<file path="src/rtl/mux4_pkg.sv">
// Shared constants and stage-state type for the 4-to-1 round-robin collector.
package mux4_pkg;

  localparam int NUM_CH = 4;
  localparam int SEL_W  = 2;
  localparam int CNT_W  = 16;

  localparam logic [SEL_W-1:0] SEL_CH0 = 2'b00;
  localparam logic [SEL_W-1:0] SEL_CH1 = 2'b01;
  localparam logic [SEL_W-1:0] SEL_CH2 = 2'b10;
  localparam logic [SEL_W-1:0] SEL_CH3 = 2'b11;

  // The output stage is either empty or holding one beat; FULL is out_valid.
  typedef enum logic {
    ST_EMPTY = 1'b0,
    ST_FULL  = 1'b1
  } stage_state_t;

endpackage

</file>
<file path="src/rtl/rr_arbiter4.sv">
// Combinational 4-way round-robin arbiter: grants the first requester
// found scanning upward from last+1, wrapping 3 -> 0.
module rr_arbiter4
  import mux4_pkg::*;
(
  input  logic [NUM_CH-1:0] req,
  input  logic [SEL_W-1:0]  last,
  output logic [NUM_CH-1:0] gnt_onehot,
  output logic [SEL_W-1:0]  gnt_idx,
  output logic              any
);

  // Candidate channel for each priority slot; 2-bit addition wraps mod 4,
  // so the lowest-priority slot is last itself.
  logic [SEL_W-1:0] cand_idx [NUM_CH];
  logic             found;

  generate
    for (genvar gi = 0; gi < NUM_CH; gi++) begin : g_cand
      assign cand_idx[gi] = last + SEL_W'(gi + 1);
    end
  endgenerate

  // Priority scan over the rotated candidate list.
  always_comb begin
    gnt_idx = '0;
    found   = 1'b0;
    for (int k = 0; k < NUM_CH; k++) begin
      if (!found && req[cand_idx[k]]) begin
        gnt_idx = cand_idx[k];
        found   = 1'b1;
      end
    end
  end

  assign any = |req;

  generate
    for (genvar gi = 0; gi < NUM_CH; gi++) begin : g_onehot
      assign gnt_onehot[gi] = any && (gnt_idx == SEL_W'(gi));
    end
  endgenerate

endmodule

</file>
<file path="src/rtl/mux4_rr_collector.sv">
// 4-to-1 round-robin collector with a single registered output stage that
// tags each forwarded word with its source channel code.
module mux4_rr_collector
  import mux4_pkg::*;
#(
  parameter int WIDTH = 8
) (
  input  logic              clk,
  input  logic              reset,
  input  logic [WIDTH-1:0]  in_data0,
  input  logic [WIDTH-1:0]  in_data1,
  input  logic [WIDTH-1:0]  in_data2,
  input  logic [WIDTH-1:0]  in_data3,
  input  logic [NUM_CH-1:0] in_valid,
  output logic [NUM_CH-1:0] in_ready,
  output logic [WIDTH-1:0]  out_data,
  output logic [SEL_W-1:0]  out_sel,
  output logic              out_valid,
  input  logic              out_ready,
  output logic [CNT_W-1:0]  beat_cnt
);

  stage_state_t      state_reg, state_next;
  logic [WIDTH-1:0]  data_reg;
  logic [SEL_W-1:0]  sel_reg;
  logic [SEL_W-1:0]  last_grant_reg;
  logic [CNT_W-1:0]  beat_cnt_reg;

  logic [NUM_CH-1:0] gnt_onehot;
  logic [SEL_W-1:0]  gnt_idx;
  logic              any_req;
  logic              stage_free;
  logic              accept;
  logic [WIDTH-1:0]  sel_data;

  rr_arbiter4 u_arb (
    .req        (in_valid),
    .last       (last_grant_reg),
    .gnt_onehot (gnt_onehot),
    .gnt_idx    (gnt_idx),
    .any        (any_req)
  );

  // The stage can take a new beat when empty or when its beat leaves now.
  // Reset blocks the handshake so nothing is accepted at a reset edge.
  assign stage_free = (state_reg == ST_EMPTY) || out_ready;
  assign accept     = !reset && stage_free && any_req;
  assign in_ready   = accept ? gnt_onehot : '0;

  // Route the granted channel's word toward the output register.
  always_comb begin
    sel_data = in_data0;
    case (gnt_idx)
      SEL_CH0: sel_data = in_data0;
      SEL_CH1: sel_data = in_data1;
      SEL_CH2: sel_data = in_data2;
      SEL_CH3: sel_data = in_data3;
      default: sel_data = in_data0;
    endcase
  end

  // Stage occupancy: fill on accept, empty on drain with no replacement.
  always_comb begin
    state_next = state_reg;
    case (state_reg)
      ST_EMPTY: if (accept) state_next = ST_FULL;
      ST_FULL:  if (!accept && out_ready) state_next = ST_EMPTY;
      default:  state_next = ST_EMPTY;
    endcase
  end

  // Stage register, grant pointer and beat counter.
  always_ff @(posedge clk) begin
    if (reset) begin
      state_reg      <= ST_EMPTY;
      data_reg       <= '0;
      sel_reg        <= SEL_CH0;
      last_grant_reg <= SEL_CH3;
      beat_cnt_reg   <= '0;
    end else begin
      state_reg <= state_next;
      if (accept) begin
        data_reg       <= sel_data;
        sel_reg        <= gnt_idx;
        last_grant_reg <= gnt_idx;
        beat_cnt_reg   <= beat_cnt_reg + CNT_W'(1);
      end
    end
  end

  assign out_valid = (state_reg == ST_FULL);
  assign out_data  = data_reg;
  assign out_sel   = sel_reg;
  assign beat_cnt  = beat_cnt_reg;

endmodule
</file>
<file path="config.mk">
export PLATFORM = sky130hd
export DESIGN_NAME = mux4_rr_collector
export DESIGN_NICKNAME = d
export VERILOG_FILES = /design/src/rtl/mux4_pkg.sv /design/src/rtl/rr_arbiter4.sv /design/src/rtl/mux4_rr_collector.sv
export SDC_FILE = /design/constraint.sdc
export NUM_CORES = 1
export LEC_CHECK = 0
export BUFFER_PORTS_ARGS = -buffer_cell sky130_fd_sc_hd__buf_4
export CAP_MARGIN = 20
export CORE_MARGIN = 2
export CORE_UTILIZATION = 30
export DETAILED_ROUTE_END_ITERATION = 8
export RECOVER_POWER = 50
export SLEW_MARGIN = 40
export SYNTH_ARGS = -nofsm -noshare
export SYNTH_HDL_FRONTEND = slang
export SYNTH_HIERARCHICAL = 1
export SYNTH_SLANG_ARGS = --single-unit
</file>
<file path="constraint.sdc">
create_clock -name clk -period 1.96 [get_ports clk]
set_clock_uncertainty 0.1 [all_clocks]
set_input_delay 0.196 -clock clk [delete_from_list [all_inputs] [get_ports clk]]
set_output_delay 0.196 -clock clk [all_outputs]
set_load 0.01 [all_outputs]
</file>
==> flow_summary_export.csv, run 1 <==
group,metric,value,unit
route,ant_nets,0,
timing,slew_violations,0,
die,std_cell_rows,26,
critical_path,crit_path_top_delay_cell,"dfxtp_1",
place,gp_congestion,0.830,
cts,cts_buffer_depth,2,
synth,synth_edf_count,0,
critical_path,worstPathRequired,1.66,ns
global_routing,grt_usage,14.7,%
cts,clk_pin_slew_worst_paths,0.06,ns
synth,synth_commonest_cells,"nand2_1 (30), dfxtp_1 (29), a21oi_1 (21)",
cts,cts.htree.levels,2,
die,die_h,77.2,µm
synth,post-synth-top-count-cell,"nand2_1",
global_routing,antenna_found_initial,0,
run,maxCapViolCount,0,
place,port_buffers,69,
power,ir_drop,0.274,mV
timing,timing.final.crit_share,95.1,%
power,p_leak,0.898,nW
finish,syn_to_final_growth,41.3,%
synth,syn_area_per_cell,8.69,µm²
route,drtIter0Drc,86,
critical_path,start_kind,"flip-flop",
route,dr.pass1.iters,4,
timing,finalSetupTns,0,ns
critical_path,crit_top_cell,"buf_4",
synth,yosysTopAreaCell,"dfxtp_1",
timing,worstMarginPinSlew,0.447,ns
route,wl_per_cell,12.8,µm
global_routing,grt_pass1_vias,1505,
synth,synth_cells,185,
power,design_power_total,1.50,mW
route,vias,1642,
cts,clk_latency,0.28,ns
synth,synth_top_area_share,36.1,%
finish,antenna_cells,0,
place,place_inst,326,
die,die_w,77.2,µm
synth,ys_top_cells_by_area,"dfxtp_1 (36%), mux4_2 (11%), nand2_1 (7.0%)",
critical_path,critPathKind,"reg2out",
critical_path,crit_chain,"and2b_2 > buf_4 > o21ai_0 > and3_1 > nor3b_2 > buf_4",
synth,ys_types,40,
synth,ys_async_sr_fraction,0,%
route,post_drt_via_cell_ratio,4.92,
worst_hold_path,hp-class,"in2reg",
cts,clock_sinks,29,
synth,syn_area,1610,µm²
cts,cts_tree,"yes",
finish,nets,303,
timing,rsz0062_at_grt,"no",
power,power.share.clock,31.6,%
cts,cts_setup_buffers,0,
route,drc,0,
power,power.density,661,nW/µm²
route,wl,4290,µm
global_routing,grt_pass1_wl,7070,µm
synth,ys_ff_latch,29,
die,core,5140,µm²
die,start_util,31.3,%
place,dp_hpwl,3220,µm
global_routing,grt_max_degree,35,
critical_path,slowest_delay,0.34,ns
die,dieArea,5960,µm²
synth,syn_nets,225,
die,pin_count,70,
timing,holdWs,0.131,ns
power,p_seq_share,43.5,%
cts,cts-buffers-inserted,5,
finish,fin_cells,334,
finish,largest_reg_flops,16,
status,outcome,"finished clean",
timing,finalSetupViolCount,0,
timing,slew_headroom,70.2,%
synth,synth_flop_cell,"dfxtp_1",
timing,hold_violations,0,
critical_path,critPathMaxFanout,3,
global_routing,overflow,0,
finish,final_util,44.2,%
synth,seq_area_frac_synth,36.1,%
critical_path,critPathArrivalTime,1.57,ns
synth,ys_warn_count,6,
critical_path,r2r_slack,0.14,ns
timing,fin_crit,1.86,ns
power,intPower,1.08,mW
timing,fmax,536,MHz
power,combPwrFrac,24.9,%
finish,drive_gt1_share,30.7,%
critical_path,cp-end-kind,"output pin",
power,switching_share,28.3,%
cts,clockRootBuffer,"clkbuf_8",
power,p_switching,0.425,mW
## cells in the final DEF (no fill, tap or decap), types with 2 or more instances in the layout
master and instances:
nand4_4 2, nor3_1 3, or3_1 4, mux4_2 8
a21oi_1 21, and3_1 2, clkbuf_8 5, nand4bb_1 2
dfxtp_1 29, xor2_1 4, nand3_1 3, buf_4 53
nor3b_1 3, clkinv_2 2, o21ai_1 2, clkbuf_1 29
and2_1 3, nor2_1 15, o21ai_0 9, nand4_1 6
nand2_1 30, inv_1 2, xnor2_1 3, nor2b_1 4
## area by class of cell
type	instances	area (µm²)
clock buffer	6	72.6
timing repair buffer	82	523
multi-input combinational	142	987
inverter	3	11.3
tap	70	87.6
clock inverter	2	10.0
fill	579	2870
sequential	29	581
## per-stage QoR
stage	cell area (µm²)	setup slack (ns)
after floorplan	1610	0.0682
after global placement	2280	0.0991
after detailed placement	2280	0.0743
after CTS	2360	0.0294
after global routing	2270	0.0195
final	2270	0.0956
## power by group through the flow
stage / registers, mW / logic (mW) / clock network (mW)
2_1_floorplan: 0.679 / 0.197 / 0
3_3_place_gp: 0.667 / 0.397 / 0
3_5_place_dp: 0.668 / 0.399 / 0
4_1_cts: 0.655 / 0.399 / 0.489
5_1_grt: 0.659 / 0.411 / 0.516
6_report: 0.654 / 0.374 / 0.474
## worst max-delay path, delay by kind of cell (launching register included)
kind / cells / cell delay [ns]
AOI/OAI and AO/OA: 1 / 0.12
buffers and inverters: 2 / 0.28
DFF: 1 / 0.34
and+or+nand+nor: 3 / 0.55
## final timing paths
path | cells after the start | start | end
worst max-delay path | 6 | last_grant_reg[0]$_SDFFE_PP1P_ | in_ready[2]
worst min-delay path | 4 | out_ready | out_valid$_SDFF_PP0_
worst max register to register | 7 | last_grant_reg[0]$_SDFFE_PP1P_ | out_data[4]$_SDFFE_PP0P_
worst min register to register | 2 | out_data[3]$_SDFFE_PP0P_ | out_data[3]$_SDFFE_PP0P_
## routing by layer
metal | GRT usage (%) | wire [µm]
met4 | 5.89 | 64
met3 | 4.71 | 348
met2 | 24.7 | 2070
met1 | 17.4 | 1800
met5 | 0 | 0
## cell families after synthesis
family | after synthesis | synth area share (%)
muxes | 9 | 11.9
adders and majority gates | 1 | 0.778
buffers and inverters | 14 | 3.73
DFF | 29 | 36.1
xor gates and xnor gates | 7 | 3.81
and+or+nand+nor | 86 | 29.9
AOI/OAI and AO/OA | 39 | 13.8
## repair_timing
action,in CTS,in global routing
gates resized for setup,0,5
endpoints found under the setup margin,0,11
hold buffers,0,0
Power figures use the tool's default switching activity.
==> inputs of run 2 (changes only) <==
CORE_MARGIN = 5   (was 2)
clock period = 2.2 ns   (was 1.96 ns; I/O delays follow)
==> flow_summary_export.csv, run 2 (synthesis results as in run 1) <==
group,metric,value,unit
status,outcome,"finished clean",
die,pin_count,70,
die,core,5170,µm²
finish,syn_to_final_growth,35.6,%
worst_hold_path,hp-class,"in2reg",
finish,most-common-layout-cells,"buf_4 (44), nand2_1 (30), clkbuf_1 (30), dfxtp_1 (29), a21oi_1 (21)",
route,vias,1580,
place,dp_hpwl,3310,µm
critical_path,cp-end-kind,"flip-flop",
global_routing,grt_pass1_wl,7140,µm
cts,clockRootBuffer,"clkbuf_8",
cts,clk_latency,0.27,ns
global_routing,grt_pass1_vias,1580,
timing,slew_headroom,68.8,%
die,start_util,31.1,%
route,wl_per_cell,13.6,µm
timing,finalSetupViolCount,0,
critical_path,crit_start,"last_grant_reg[0]$_SDFFE_PP1P_",
timing,slew_violations,0,
power,p_leak,0.842,nW
timing,timing.final.crit_share,91.5,%
cts,cts-buffers-inserted,5,
run,maxCapViolCount,0,
timing,hold_violations,0,
critical_path,critPathKind,"reg2reg",
route,ant_nets,0,
critical_path,slowest_delay,0.42,ns
power,intPower,0.965,mW
die,std_cell_rows,26,
cts,cts_buffer_depth,2,
cts,cts.htree.levels,2,
finish,drive_gt1_share,26.4,%
power,ir_drop,0.208,mV
finish,nets,294,
critical_path,worstPathRequired,2.24,ns
cts,clock_sinks,29,
die,dieArea,6920,µm²
critical_path,crit_path_top_delay_cell,"dfxtp_1",
timing,finalSetupTns,0,ns
route,drc,0,
timing,fin_crit,2.01,ns
global_routing,overflow,0,
critical_path,critPathMaxFanout,9,
finish,antenna_cells,0,
timing,rsz0062_at_grt,"no",
power,combPwrFrac,22.3,%
timing,fmax,497,MHz
route,dr.pass1.iters,4,
critical_path,critPathArrivalTime,2.06,ns
power,p_seq_share,44.3,%
critical_path,r2r_end,"out_data[1]$_SDFFE_PP0P_",
critical_path,rr_startpoint,"last_grant_reg[0]$_SDFFE_PP1P_",
finish,final_util,42.1,%
critical_path,crit_chain,"and2b_2 > o21ai_0 > o311ai_2 > buf_4 > mux4_2 > nand2_1 > a21oi_1",
critical_path,reg2regPathDepth,7,
global_routing,antenna_found_initial,0,
critical_path,crit_path_end,"out_data[1]$_SDFFE_PP0P_",
place,port_buffers,69,
finish,largest_reg_flops,16,
cts,ctsResizeCount,0,
global_routing,grt_max_degree,35,
power,power.share.clock,33.4,%
timing,worstMarginPinSlew,0.469,ns
power,power.density,610,nW/µm²
cts,cts_tree,"yes",
cts,cts_setup_buffers,0,
power,design_power_total,1.33,mW
place,gp_congestion,0.776,
cts,cts_hold_buf,0,
power,p_switching,0.365,mW
route,wl,4410,µm
finish,layout_commonest_cell,"buf_4",
cts,clk_pin_slew_worst_paths,0.06,ns
global_routing,grt_usage,12.5,%
route,drtIter0Drc,30,
die,die_w,83.2,µm
route,post_drt_via_cell_ratio,4.88,
critical_path,r2r_slack,0.19,ns
power,switching_share,27.4,%
critical_path,start_kind,"flip-flop",
die,die_h,83.2,µm
==> run 2: metrics by stage <==
step           std cells  instance area, µm²  hold WS, ns  worst slack, ns
2_1_floorplan        185                1610        0.324            0.308
6_report             324                2180        0.148            0.188
5_1_grt              324                2180        0.196           0.0434
4_1_cts              324                2290        0.144            0.168
3_5_place_dp         317                2200        0.347            0.174
3_3_place_gp         317                2200        0.345            0.225
==> run 2: per-layer routing <==
| metal | part of all wire [%] | vias to the layer above | routed length (µm) | track usage (%) |
|---|---|---|---|---|
| li1 | - | 805 | - | - |
| met1 | 43 | 723 | 1890 | 13.3 |
| met2 | 50 | 48 | 2180 | 22.4 |
| met3 | 6.9 | 4 | 302 | 5.45 |
| met4 | 0.77 | 0 | 34 | 3.57 |
| met5 | 0 | - | 0 | 0 |
==> run 2: worst max-delay path: cells and delay by family, from the launching register on <==
| family | cells | cell delay (ns) |
|---|---|---|
| muxes | 1 | 0.42 |
| AOI/OAI and AO/OA | 3 | 0.40 |
| buffers and inverters | 1 | 0.21 |
| DFF | 1 | 0.42 |
| and+or+nand+nor | 2 | 0.35 |
==> run 2: cell type report <==
cell class / count / area, µm²
Clock buffer: 7 / 86.3
Fill cell: 573 / 2990
Inverter: 3 / 11.3
Multi-Input combinational cell: 142 / 975
Sequential cell: 29 / 581
Tap cell: 70 / 87.6
Timing Repair Buffer: 73 / 439
==> run 2: worst min path at each step <==
stage | start | to | slack, ns | depth (start not counted)
finish | out_ready | out_valid$_SDFF_PP0_ | 0.15 | 4
floorplan | out_ready | out_valid$_SDFF_PP0_ | 0.32 | 3
detailed placement | out_data[5]$_SDFFE_PP0P_ | out_data[5]$_SDFFE_PP0P_ | 0.35 | 2
global placement | out_data[5]$_SDFFE_PP0P_ | out_data[5]$_SDFFE_PP0P_ | 0.35 | 2
global route | out_ready | out_valid$_SDFF_PP0_ | 0.20 | 4
CTS | out_ready | out_valid$_SDFF_PP0_ | 0.14 | 4
==> run 2: power groups by stage <==
stage | clock network, mW | logic [mW] | registers (mW)
after floorplan | 0 | 0.175 | 0.605
after global placement | 0 | 0.321 | 0.602
after detailed placement | 0 | 0.322 | 0.602
after CTS | 0.454 | 0.323 | 0.591
after global routing | 0.484 | 0.327 | 0.596
final | 0.444 | 0.296 | 0.589
